--- config.mk ---
export PLATFORM = sky130hd
export DESIGN_NAME = iir_coeff_ctrl
export DESIGN_NICKNAME = d
export VERILOG_FILES = /design/src/rtl/iir_coeff_ctrl.sv
export SDC_FILE = /design/constraint.sdc
export NUM_CORES = 1
export LEC_CHECK = 0
export BUFFER_PORTS_ARGS = -buffer_cell sky130_fd_sc_hd__buf_4
export CELL_PAD_IN_SITES_DETAIL_PLACEMENT = 1
export CELL_PAD_IN_SITES_GLOBAL_PLACEMENT = 1
export CORE_ASPECT_RATIO = 1.25
export CORE_UTILIZATION = 43
export DETAILED_ROUTE_END_ITERATION = 10
export HOLD_SLACK_MARGIN = 0.05
export PLACE_DENSITY_LB_ADDON = 0.1
export SYNTH_ARGS = -nofsm -noshare
export SYNTH_HDL_FRONTEND = slang
export SYNTH_SLANG_ARGS = --single-unit
--- constraint.sdc ---
create_clock -name clk -period 2.7 [get_ports clk]
set_clock_uncertainty 0.2 [all_clocks]
set_input_delay 0.54 -clock clk [delete_from_list [all_inputs] [get_ports clk]]
set_output_delay 0.54 -clock clk [all_outputs]
set_load 0.1 [all_outputs]
--- src/rtl/iir_coeff_ctrl.sv ---
// iir_coeff_ctrl: coefficient shadow/commit controller for a two-stage
// cascaded biquad IIR filter. Writes land in a shadow bank. All ten live
// coefficients switch together on the first sample boundary after the
// update has been closed with cfg_last.
// Optional build macro: IIR_CFG_FLUSH_EN. When it is defined, filter_rst
// pulses with commit_done so the biquad state is flushed at the switch.
// When it is undefined, filter_rst is tied low.
//
// state | meaning
// IDLE  | no update open, live bank equals shadow bank
// LOAD  | update open, accepting shadow writes
// PEND  | update closed, waiting for sample_strobe to commit
module iir_coeff_ctrl #(
    parameter int COEFF_WIDTH = 16,
    parameter int FRAC_BITS   = 14
) (
    input  logic                   clk,
    input  logic                   rst,
    input  logic                   cfg_valid,
    output logic                   cfg_ready,
    input  logic [3:0]             cfg_addr,
    input  logic [COEFF_WIDTH-1:0] cfg_data,
    input  logic                   cfg_last,
    input  logic                   cfg_abort,
    input  logic                   sample_strobe,
    output logic [COEFF_WIDTH-1:0] b0_1,
    output logic [COEFF_WIDTH-1:0] b1_1,
    output logic [COEFF_WIDTH-1:0] b2_1,
    output logic [COEFF_WIDTH-1:0] a1_1,
    output logic [COEFF_WIDTH-1:0] a2_1,
    output logic [COEFF_WIDTH-1:0] b0_2,
    output logic [COEFF_WIDTH-1:0] b1_2,
    output logic [COEFF_WIDTH-1:0] b2_2,
    output logic [COEFF_WIDTH-1:0] a1_2,
    output logic [COEFF_WIDTH-1:0] a2_2,
    output logic                   busy,
    output logic                   commit_done,
    output logic                   cfg_err,
    output logic                   filter_rst
);

    localparam int NCOEF = 10;
    localparam logic [COEFF_WIDTH-1:0] UNITY = COEFF_WIDTH'(1) << FRAC_BITS;

    typedef enum logic [1:0] {
        IDLE = 2'd0,
        LOAD = 2'd1,
        PEND = 2'd2
    } state_t;

    state_t                 state_q, state_d;
    logic [COEFF_WIDTH-1:0] live_q   [NCOEF];
    logic [COEFF_WIDTH-1:0] live_d   [NCOEF];
    logic [COEFF_WIDTH-1:0] shadow_q [NCOEF];
    logic [COEFF_WIDTH-1:0] shadow_d [NCOEF];
    logic                   commit_done_q, commit_done_d;
    logic                   cfg_err_q, cfg_err_d;
    logic                   xfer;
`ifdef IIR_CFG_FLUSH_EN
    logic                   filter_rst_q, filter_rst_d;
`endif

    assign cfg_ready = (state_q != PEND);
    assign xfer      = cfg_valid && cfg_ready;

    // Next-state, shadow write, commit and abort decisions.
    always_comb begin
        state_d       = state_q;
        live_d        = live_q;
        shadow_d      = shadow_q;
        commit_done_d = 1'b0;
        cfg_err_d     = cfg_err_q;
`ifdef IIR_CFG_FLUSH_EN
        filter_rst_d  = 1'b0;
`endif
        if (cfg_abort && (state_q != IDLE)) begin
            // Abort beats both a strobe and a concurrent write; the shadow
            // falls back to the live set so later partial updates start clean.
            state_d  = IDLE;
            shadow_d = live_q;
        end else if (state_q == PEND) begin
            if (sample_strobe) begin
                live_d        = shadow_q;
                commit_done_d = 1'b1;
`ifdef IIR_CFG_FLUSH_EN
                filter_rst_d  = 1'b1;
`endif
                state_d       = IDLE;
            end
        end else if (xfer) begin
            if (cfg_addr < 4'(NCOEF)) begin
                for (int i = 0; i < NCOEF; i++) begin
                    if (cfg_addr == i[3:0]) begin
                        shadow_d[i] = cfg_data;
                    end
                end
            end else begin
                cfg_err_d = 1'b1;
            end
            state_d = cfg_last ? PEND : LOAD;
        end
    end

    // State and bank registers; reset restores the pass-through set.
    always_ff @(posedge clk) begin
        if (rst) begin
            state_q       <= IDLE;
            commit_done_q <= 1'b0;
            cfg_err_q     <= 1'b0;
`ifdef IIR_CFG_FLUSH_EN
            filter_rst_q  <= 1'b0;
`endif
            for (int i = 0; i < NCOEF; i++) begin
                live_q[i]   <= (i == 0 || i == 5) ? UNITY : '0;
                shadow_q[i] <= (i == 0 || i == 5) ? UNITY : '0;
            end
        end else begin
            state_q       <= state_d;
            commit_done_q <= commit_done_d;
            cfg_err_q     <= cfg_err_d;
`ifdef IIR_CFG_FLUSH_EN
            filter_rst_q  <= filter_rst_d;
`endif
            live_q        <= live_d;
            shadow_q      <= shadow_d;
        end
    end

    assign busy        = (state_q != IDLE);
    assign commit_done = commit_done_q;
    assign cfg_err     = cfg_err_q;
`ifdef IIR_CFG_FLUSH_EN
    assign filter_rst  = filter_rst_q;
`else
    assign filter_rst  = 1'b0;
`endif

    assign b0_1 = live_q[0];
    assign b1_1 = live_q[1];
    assign b2_1 = live_q[2];
    assign a1_1 = live_q[3];
    assign a2_1 = live_q[4];
    assign b0_2 = live_q[5];
    assign b1_2 = live_q[6];
    assign b2_2 = live_q[7];
    assign a1_2 = live_q[8];
    assign a2_2 = live_q[9];

endmodule
Word level (Yosys, flattened, before mapping) --
Cells that the tools add are included.
Cells by class: $lt $le $gt $ge 1, eq/ne operators 13, multiplexer cells 19, bitwise logic cells 3, reduce and logical (&&, ||, !) cells 32
Operators with widths (count):
- $mux 160 | 4
- $mux 16 | 10
- $reduce_and 4->1 | 11
- $reduce_bool 2->1 | 14
- $eq 4x3->1 const B | 4
- $eq 4x2->1 const B | 2
- $eq 4x4->1 const B | 2
- $mux 2 | 4
- $ne 2x2->1 const B | 3
- $eq 4x1->1 const B | 1
- $logic_not 4->1 | 1
- $lt 4x4->1 const B | 1
- $not 1->1 | 3
- $reduce_and 3->1 | 1
- $reduce_or 3->1 | 1
- $eq 2x2->1 const B | 1
- $logic_and 1x1->1 | 2
- $reduce_and 2->1 | 1
- $reduce_or 2->1 | 1
- $mux 1 | 1
Storage, ports and cells: flip-flop bits (word level) 324, output and inout port bits 165, logic and storage cells 91

Depth between registers and ports, before layout --
Gate-level depths: netlist of run 1.
depth after elaboration 6, depth in mapped cells 8, depth with buffers taken out 4

Worst setup path before layout of run 1 --
OpenSTA, ideal clock, no wires.
path kind register to register, start point register state_q[0], end point register shadow_q[151] (netlist name), setup time 92 ps, arrival time 2315 ps, data required time 2408 ps, slack 94 ps, cell stages (with the launch flop) 9, buffers on the path 4, period minus slack after synthesis 2606 ps, cell sequence dfxtp_1 buf_2 nor2b_4 buf_6 inv_2 buf_6 clkbuf_1 a311oi_1 a311oi_1
On the way: cells in the longest elaborated chain, start to end 4, elaborated cells between the ends (all ways) 11, those cells by class eq/ne: 3; mux: 1; reduce/logical: 7
RTL lines:
- start, declared | RTL line 51 | state_t state_q, state_d;
- start signal, assigned | RTL line 118 | state_q <= state_d;
- $ne 2x2->1 | RTL line 63 | assign cfg_ready = (state_q != PEND);
- net cfg_ready | RTL line 20 | output logic cfg_ready,
- $logic_and 1x1->1 | RTL line 64 | assign xfer = cfg_valid && cfg_ready;
- $reduce_bool 2->1 (no source line)
- $reduce_and 4->1 (no source line)
- end signal, assigned by index | RTL line 115 | shadow_q[i] <= (i == 0 || i == 5) ? UNITY : '0;
- end signal, assigned | RTL line 125 | shadow_q <= shadow_d;
- end, declared | RTL line 54 | logic [COEFF_WIDTH-1:0] shadow_q [NCOEF];
The timed path passes the listed nets, and every way through them passes these cells. A chain may end at the register's enable or synchronous reset.

Worst setup path in the final report of run 1 --
start point register state_q[0], end point output port cfg_ready
On the way: cells in the longest elaborated chain, start to end 1
RTL lines (RTL line):
- $ne 2x2->1 | 63
- end, declared | 20
Every way passes these cells.

==> flow_summary.json, run 1 <==
{
  "status": "complete, no violations",
  "synth_top_family_by_area": "compound AO/OA/AOI/OAI gates",
  "wl_met1_um": 18700,
  "first_pass_iters": 5,
  "clock-sinks": 324,
  "fp.dieArea_um2": 32100,
  "hold_viol_final": 0,
  "vias_per_cell": 5.86,
  "dp.cells": 1994,
  "clkTransAtPathRegs_ns": 0.06,
  "htreeDepth": 2,
  "num_vias": 12000,
  "final_common_cell": "nand2_1",
  "gp_congestion": 0.783,
  "grt_setup_unrepaired": "false",
  "place_hpwl_um": 28300,
  "cts_made_buffers": 35,
  "topRoutingLayerUsed": "met4",
  "synth_compound_area_frac": 0.237,
  "synth_fa_ha_area_frac": 0,
  "stdcell_count": 2055,
  "antenna_cells": 0,
  "ios": 191,
  "wl_um": 45900,
  "post_synth_mux_area_share": 0.0712,
  "place_ws_ns": 0.380,
  "syn_to_final_growth_pct": 21.8,
  "post_cts_resize_count": 0,
  "ff2ff_setup_slack_ns": 0.41,
  "tns_ns": 0,
  "fin_crit_ns": 2.57,
  "vdd_drop_max_uv": 555,
  "cts_setup_buffers": 1,
  "maxSlewHeadroom": 0.492,
  "cts_root_buffer": "clkbuf_16",
  "worstPathRequired_ns": 1.96,
  "clk-insertion-delay-late_ns": 0.51,
  "p_leak_nw": 6.32,
  "endpoint_kind": "primary output",
  "port_buffers": 189,
  "grt_pass1_wl_um": 71600,
  "final_cell_mix": "nand2_1 (402), dfxtp_1 (324), buf_4 (213)",
  "fillers": 3517,
  "worst-r2r-cell-count": 4,
  "ys_async_sr_fraction": 0,
  "met3_length_um": 2260,
  "comb_power_share": 0.125,
  "yosysWarnings": 0,
  "fp.dieH_um": 200,
  "drive_above_1_share": 0.208,
  "final.setup.worst_slack_ns": 0.134,
  "drv_cap": 0,
  "start_util": 0.437,
  "seq_area_frac_synth": 0.480,
  "ant_nets": 0,
  "syn_area_um2": 13500,
  "holdCritPathClass": "in -> reg",
  "utilization": 0.532,
  "synth-edff-count": 0,
  "swShare": 0.266,
  "fin_area_um2": 16400,
  "max_freq_ghz": 0.390,
  "grt_max_degree": 98,
  "synthCells": 1511,
  "cts_tree": "done",
  "die_w_um": 161,
  "finalMaxSlewViolations": 0,
  "drc_errors": 0,
  "ys_types": 44,
  "placed_area_um2": 15300,
  "synth_xor_area_frac": 0,
  "cp-start-kind": "register",
  "cts_buffer_depth": 3,
  "ys_seq_elements": 324,
  "p_int_w": 0.00834,
  "grt-ovfl-total": 0,
  "synth_nets": 1537,
  "fin_nets": 1651,
  "worstPathArrival_ns": 1.83,
  "rows": 72,
  "ys.flop_type": "dfxtp_1",
  "worst_slew_pin_slew_ns": 0.761,
  "drt-wirelength-per-cell_um": 22.3,
  "wl_met2_um": 23300,
  "postCtsHoldBufs": 0,
  "synthSimpleGateAreaFrac": 0.155,
  "antenna_found_initial": 0,
  "p_per_area_nw_per_um2": 691,
  "core_um2": 30900,
  "crit_fanout": 12,
  "min_period_over_period": 0.950,
  "setup_viol": 0,
  "hold_depth": 3,
  "avgSynthCellArea_um2": 8.94,
  "setup.worst_path.class": "reg -> out",
  "drt_iter0_markers": 662,
  "grt_pass1_vias": 12400,
  "p_seq_frac": 0.452,
  "grt_util_all_layers": 0.282,
  "clockPowerShare": 0.423,
  "power.switching_w": 0.00302
}
power by group through the flow:
stage                     Sequential [W]  Clock, W  Combinational (W)
after global placement           0.00523         0            0.00138
after floorplan                  0.00532         0           0.000890
after global routing             0.00516   0.00508            0.00152
after detailed placement         0.00524         0            0.00141
after CTS                        0.00514   0.00489            0.00142
final                            0.00514   0.00481            0.00142
stage by stage:
step                hold WS (ns)  total power [W]
floorplan                  0.231          0.00621
global placement           0.236          0.00661
detailed placement         0.244          0.00665
CTS                        0.152           0.0114
global route               0.171           0.0118
finish                     0.160           0.0114
flip-flops by register name (all words and copies together), names as in the netlist:
signal       flops
b1_2            16
a1_1            16
a2_1            16
b2_1            16
shadow_q       160
cfg_err          1
b1_1            16
a2_2            16
b0_2            16
commit_done      1
b2_2            16
state_q          2
b0_1            16
a1_2            16
kinds of logic (layout without fill, tap and decap cells):
group | count (synthesis) | after routing
buffers and inverters | 160 | 297
multiplexers | 96 | 96
flip-flops | 324 | 324
AO/OA/AOI/OAI | 400 | 400
other | 1 | 1
AND/OR/NAND/NOR | 530 | 530
synth_stat cells (2+ instances only):
master    number  area (µm²)
a31oi_1        2        12.5
dfxtp_1      324        6490
nand3_1        4        20.0
mux2i_1       96         961
nand2_1      402        1510
nor3_1         2        10.0
nor3b_1        3        22.5
a21oi_1      161         806
buf_6          7        78.8
a311oi_1     126        1100
and2_1         2        12.5
clkbuf_1      83         312
inv_1          3        11.3
a221oi_2      39         586
o31ai_2        3        37.5
o31ai_4        3        63.8
nor2_1        98         368
a31o_2         3        26.3
and3_1         2        12.5
buf_2         53         265
nand3b_1       4        30.0
buf_4         11        82.6
a221oi_1      57         499
or3_1          3        18.8
path summary, 6_finish.rpt:
kind / to / startpoint
setup / recovery: cfg_ready / state_q[0]
hold / removal: commit_done / sample_strobe
hold reg to reg: b1_1[1] / shadow_q[129]
setup reg to reg: shadow_q[58] / state_q[0]
cell type report:
type	count	area (µm²)	area share
clock buffer	52	1040	0.0634
clock inverter	8	93.8	0.00570
inverter	4	15.0	0.000913
multi-input combinational	1027	6310	0.384
sequential	324	6490	0.394
tap	407	509	0.0310
timing repair buffer	233	1990	0.121
metal layers:
layer / up-vias / track usage
li1: 5645 / -
met1: 6017 / 0.342
met2: 311 / 0.496
met3: 76 / 0.0464
met4: 0 / 0.104
met5: - / 0
worst max-delay path, cell delays in order, from the launching register on:
cell	delay (ns)
dfxtp_1	0.62
nor2b_4	0.09
inv_2	0.24
buf_4	0.37
Note: power is estimated with default switching activity, not from simulation.
==> inputs of run 2 (changes only) <==
CORE_UTILIZATION = 47   (was 43)
clock period = 3.01 ns   (was 2.7 ns; I/O delays follow)
==> flow_summary.json, run 2 (synthesis gave the netlist of run 1 again) <==
{
  "status": "complete, no violations",
  "crit_fanout": 11,
  "worstPathRequired_ns": 2.21,
  "p_per_area_nw_per_um2": 636,
  "worst-r2r-cell-count": 4,
  "ff2ff_setup_slack_ns": 0.62,
  "tns_ns": 0,
  "ios": 191,
  "fp.dieArea_um2": 29400,
  "wl_um": 45000,
  "maxSlewHeadroom": 0.277,
  "drc_errors": 0,
  "num_vias": 12300,
  "p_seq_frac": 0.446,
  "min_from": "sample_strobe",
  "clock-sinks": 324,
  "hold-path-endpoint": "commit_done",
  "vdd_drop_max_uv": 404,
  "core_um2": 28300,
  "cts_buffer_depth": 3,
  "fillers": 3240,
  "fin_nets": 1642,
  "grt_setup_unrepaired": "false",
  "start_util": 0.477,
  "clk-insertion-delay-late_ns": 0.51,
  "post_cts_resize_count": 0,
  "stdcell_count": 1994,
  "drive_above_1_share": 0.204,
  "fin_area_um2": 16300,
  "drt-wirelength-per-cell_um": 22.5,
  "comb_power_share": 0.120,
  "dp.cells": 1935,
  "p_int_w": 0.00765,
  "r2r-start": "state_q[0]",
  "postCtsHoldBufs": 0,
  "cts_tree": "done",
  "endpoint_kind": "primary output",
  "place_hpwl_um": 27100,
  "setup.worst_path.class": "reg -> out",
  "power.switching_w": 0.00270,
  "antenna_found_initial": 2,
  "cp-start-kind": "register",
  "setup_viol": 0,
  "path_cells": "nor2b_4, inv_2, buf_4",
  "r2r-end": "a2_1[6]",
  "clkTransAtPathRegs_ns": 0.06,
  "clockPowerShare": 0.434,
  "vias_per_cell": 6.16,
  "worst_slew_pin_slew_ns": 1.08,
  "cts_root_buffer": "clkbuf_16",
  "crit_slowest_cell": "dfxtp_1",
  "finalMaxSlewViolations": 0,
  "rows": 69,
  "first_pass_iters": 7,
  "regMostFlops": "shadow_q",
  "port_buffers": 189,
  "ant_nets": 0,
  "cts_setup_buffers": 0,
  "hold_depth": 3,
  "grt_pass1_wl_um": 69600,
  "gp_congestion": 0.785,
  "max_stage_delay_ns": 0.58,
  "syn_to_final_growth_pct": 20.4,
  "die_w_um": 154,
  "fp.dieH_um": 192,
  "grt-ovfl-total": 0,
  "swShare": 0.261,
  "min_period_over_period": 0.969,
  "final_common_cell": "nand2_1",
  "placed_area_um2": 15100,
  "grt_util_all_layers": 0.300,
  "htreeDepth": 2,
  "grt_pass1_vias": 12400,
  "hold_viol_final": 0,
  "drv_cap": 0,
  "antenna_cells": 0,
  "cts_made_buffers": 34,
  "drt_iter0_markers": 763,
  "fin_crit_ns": 2.92,
  "max_freq_ghz": 0.343,
  "worstPathArrival_ns": 2.11,
  "grt_max_degree": 93,
  "holdCritPathClass": "in -> reg",
  "p_leak_nw": 6.25,
  "largest_reg_flops": 160,
  "final_cell_mix": "nand2_1 (402), dfxtp_1 (324), buf_4 (214)"
}
## run 2: cell types whose count changed in the layout (fill, tap and decap cells not counted), sizes merged
cell and delta:
bufinv +2, clkinv -4, buf -8, clkbuf +1
## run 2: final cells by class
type,instances,area (µm²),share of cell area
Inverter,4,15.0,0.000923
Sequential cell,324,6490,0.399
Clock inverter,6,130,0.00800
Clock buffer,53,1060,0.0649
Tap cell,355,444,0.0273
Timing Repair Buffer,225,1820,0.112
Multi-Input combinational cell,1027,6310,0.388
## run 2: worst max path at each step
stage                start            to  slack, ns  cells past startpoint
5_1_grt         state_q[1]     cfg_ready       0.02                      3
3_3_place_gp    state_q[1]     cfg_ready       0.66                      3
4_1_cts         state_q[1]     cfg_ready       0.09                      3
2_1_floorplan   state_q[0]     cfg_ready       0.36                      6
3_5_place_dp   cfg_addr[3]  shadow_q[54]       0.62                      4
6_report        state_q[1]     cfg_ready       0.09                      3
## run 2: stage by stage
step / worst slack, ns / total power (W) / util / hold slack, ns
global route: 0.0229 / 0.0107 / 0.574 / 0.238
global placement: 0.655 / 0.00589 / 0.532 / 0.236
floorplan: 0.360 / 0.00557 / - / 0.231
CTS: 0.0946 / 0.0104 / 0.574 / 0.215
finish: 0.0935 / 0.0103 / 0.574 / 0.228
detailed placement: 0.624 / 0.00594 / 0.532 / 0.246
## run 2: worst max-delay path, delay by kind of cell, from the launching register on
family        cells  cell delay [ns]
simple gates      1             0.50
flops             1             0.58
buf+inv           2             0.52
## run 2: routing by layer
layer  wire length (µm)  GRT usage  vias up
met1              18600      0.367     6179
met4               1960      0.140        4
met2              21900      0.515      358
met3               2420     0.0506      102
met5                 22          0        -
li1                   -          -     5645
## run 2: power by group through the flow
stage | logic (W) | registers [W] | clock network (W)
2_1_floorplan | 0.000798 | 0.00477 | 0
5_1_grt | 0.00132 | 0.00463 | 0.00471
3_5_place_dp | 0.00124 | 0.00470 | 0
3_3_place_gp | 0.00120 | 0.00469 | 0
4_1_cts | 0.00124 | 0.00461 | 0.00455
6_report | 0.00124 | 0.00461 | 0.00449
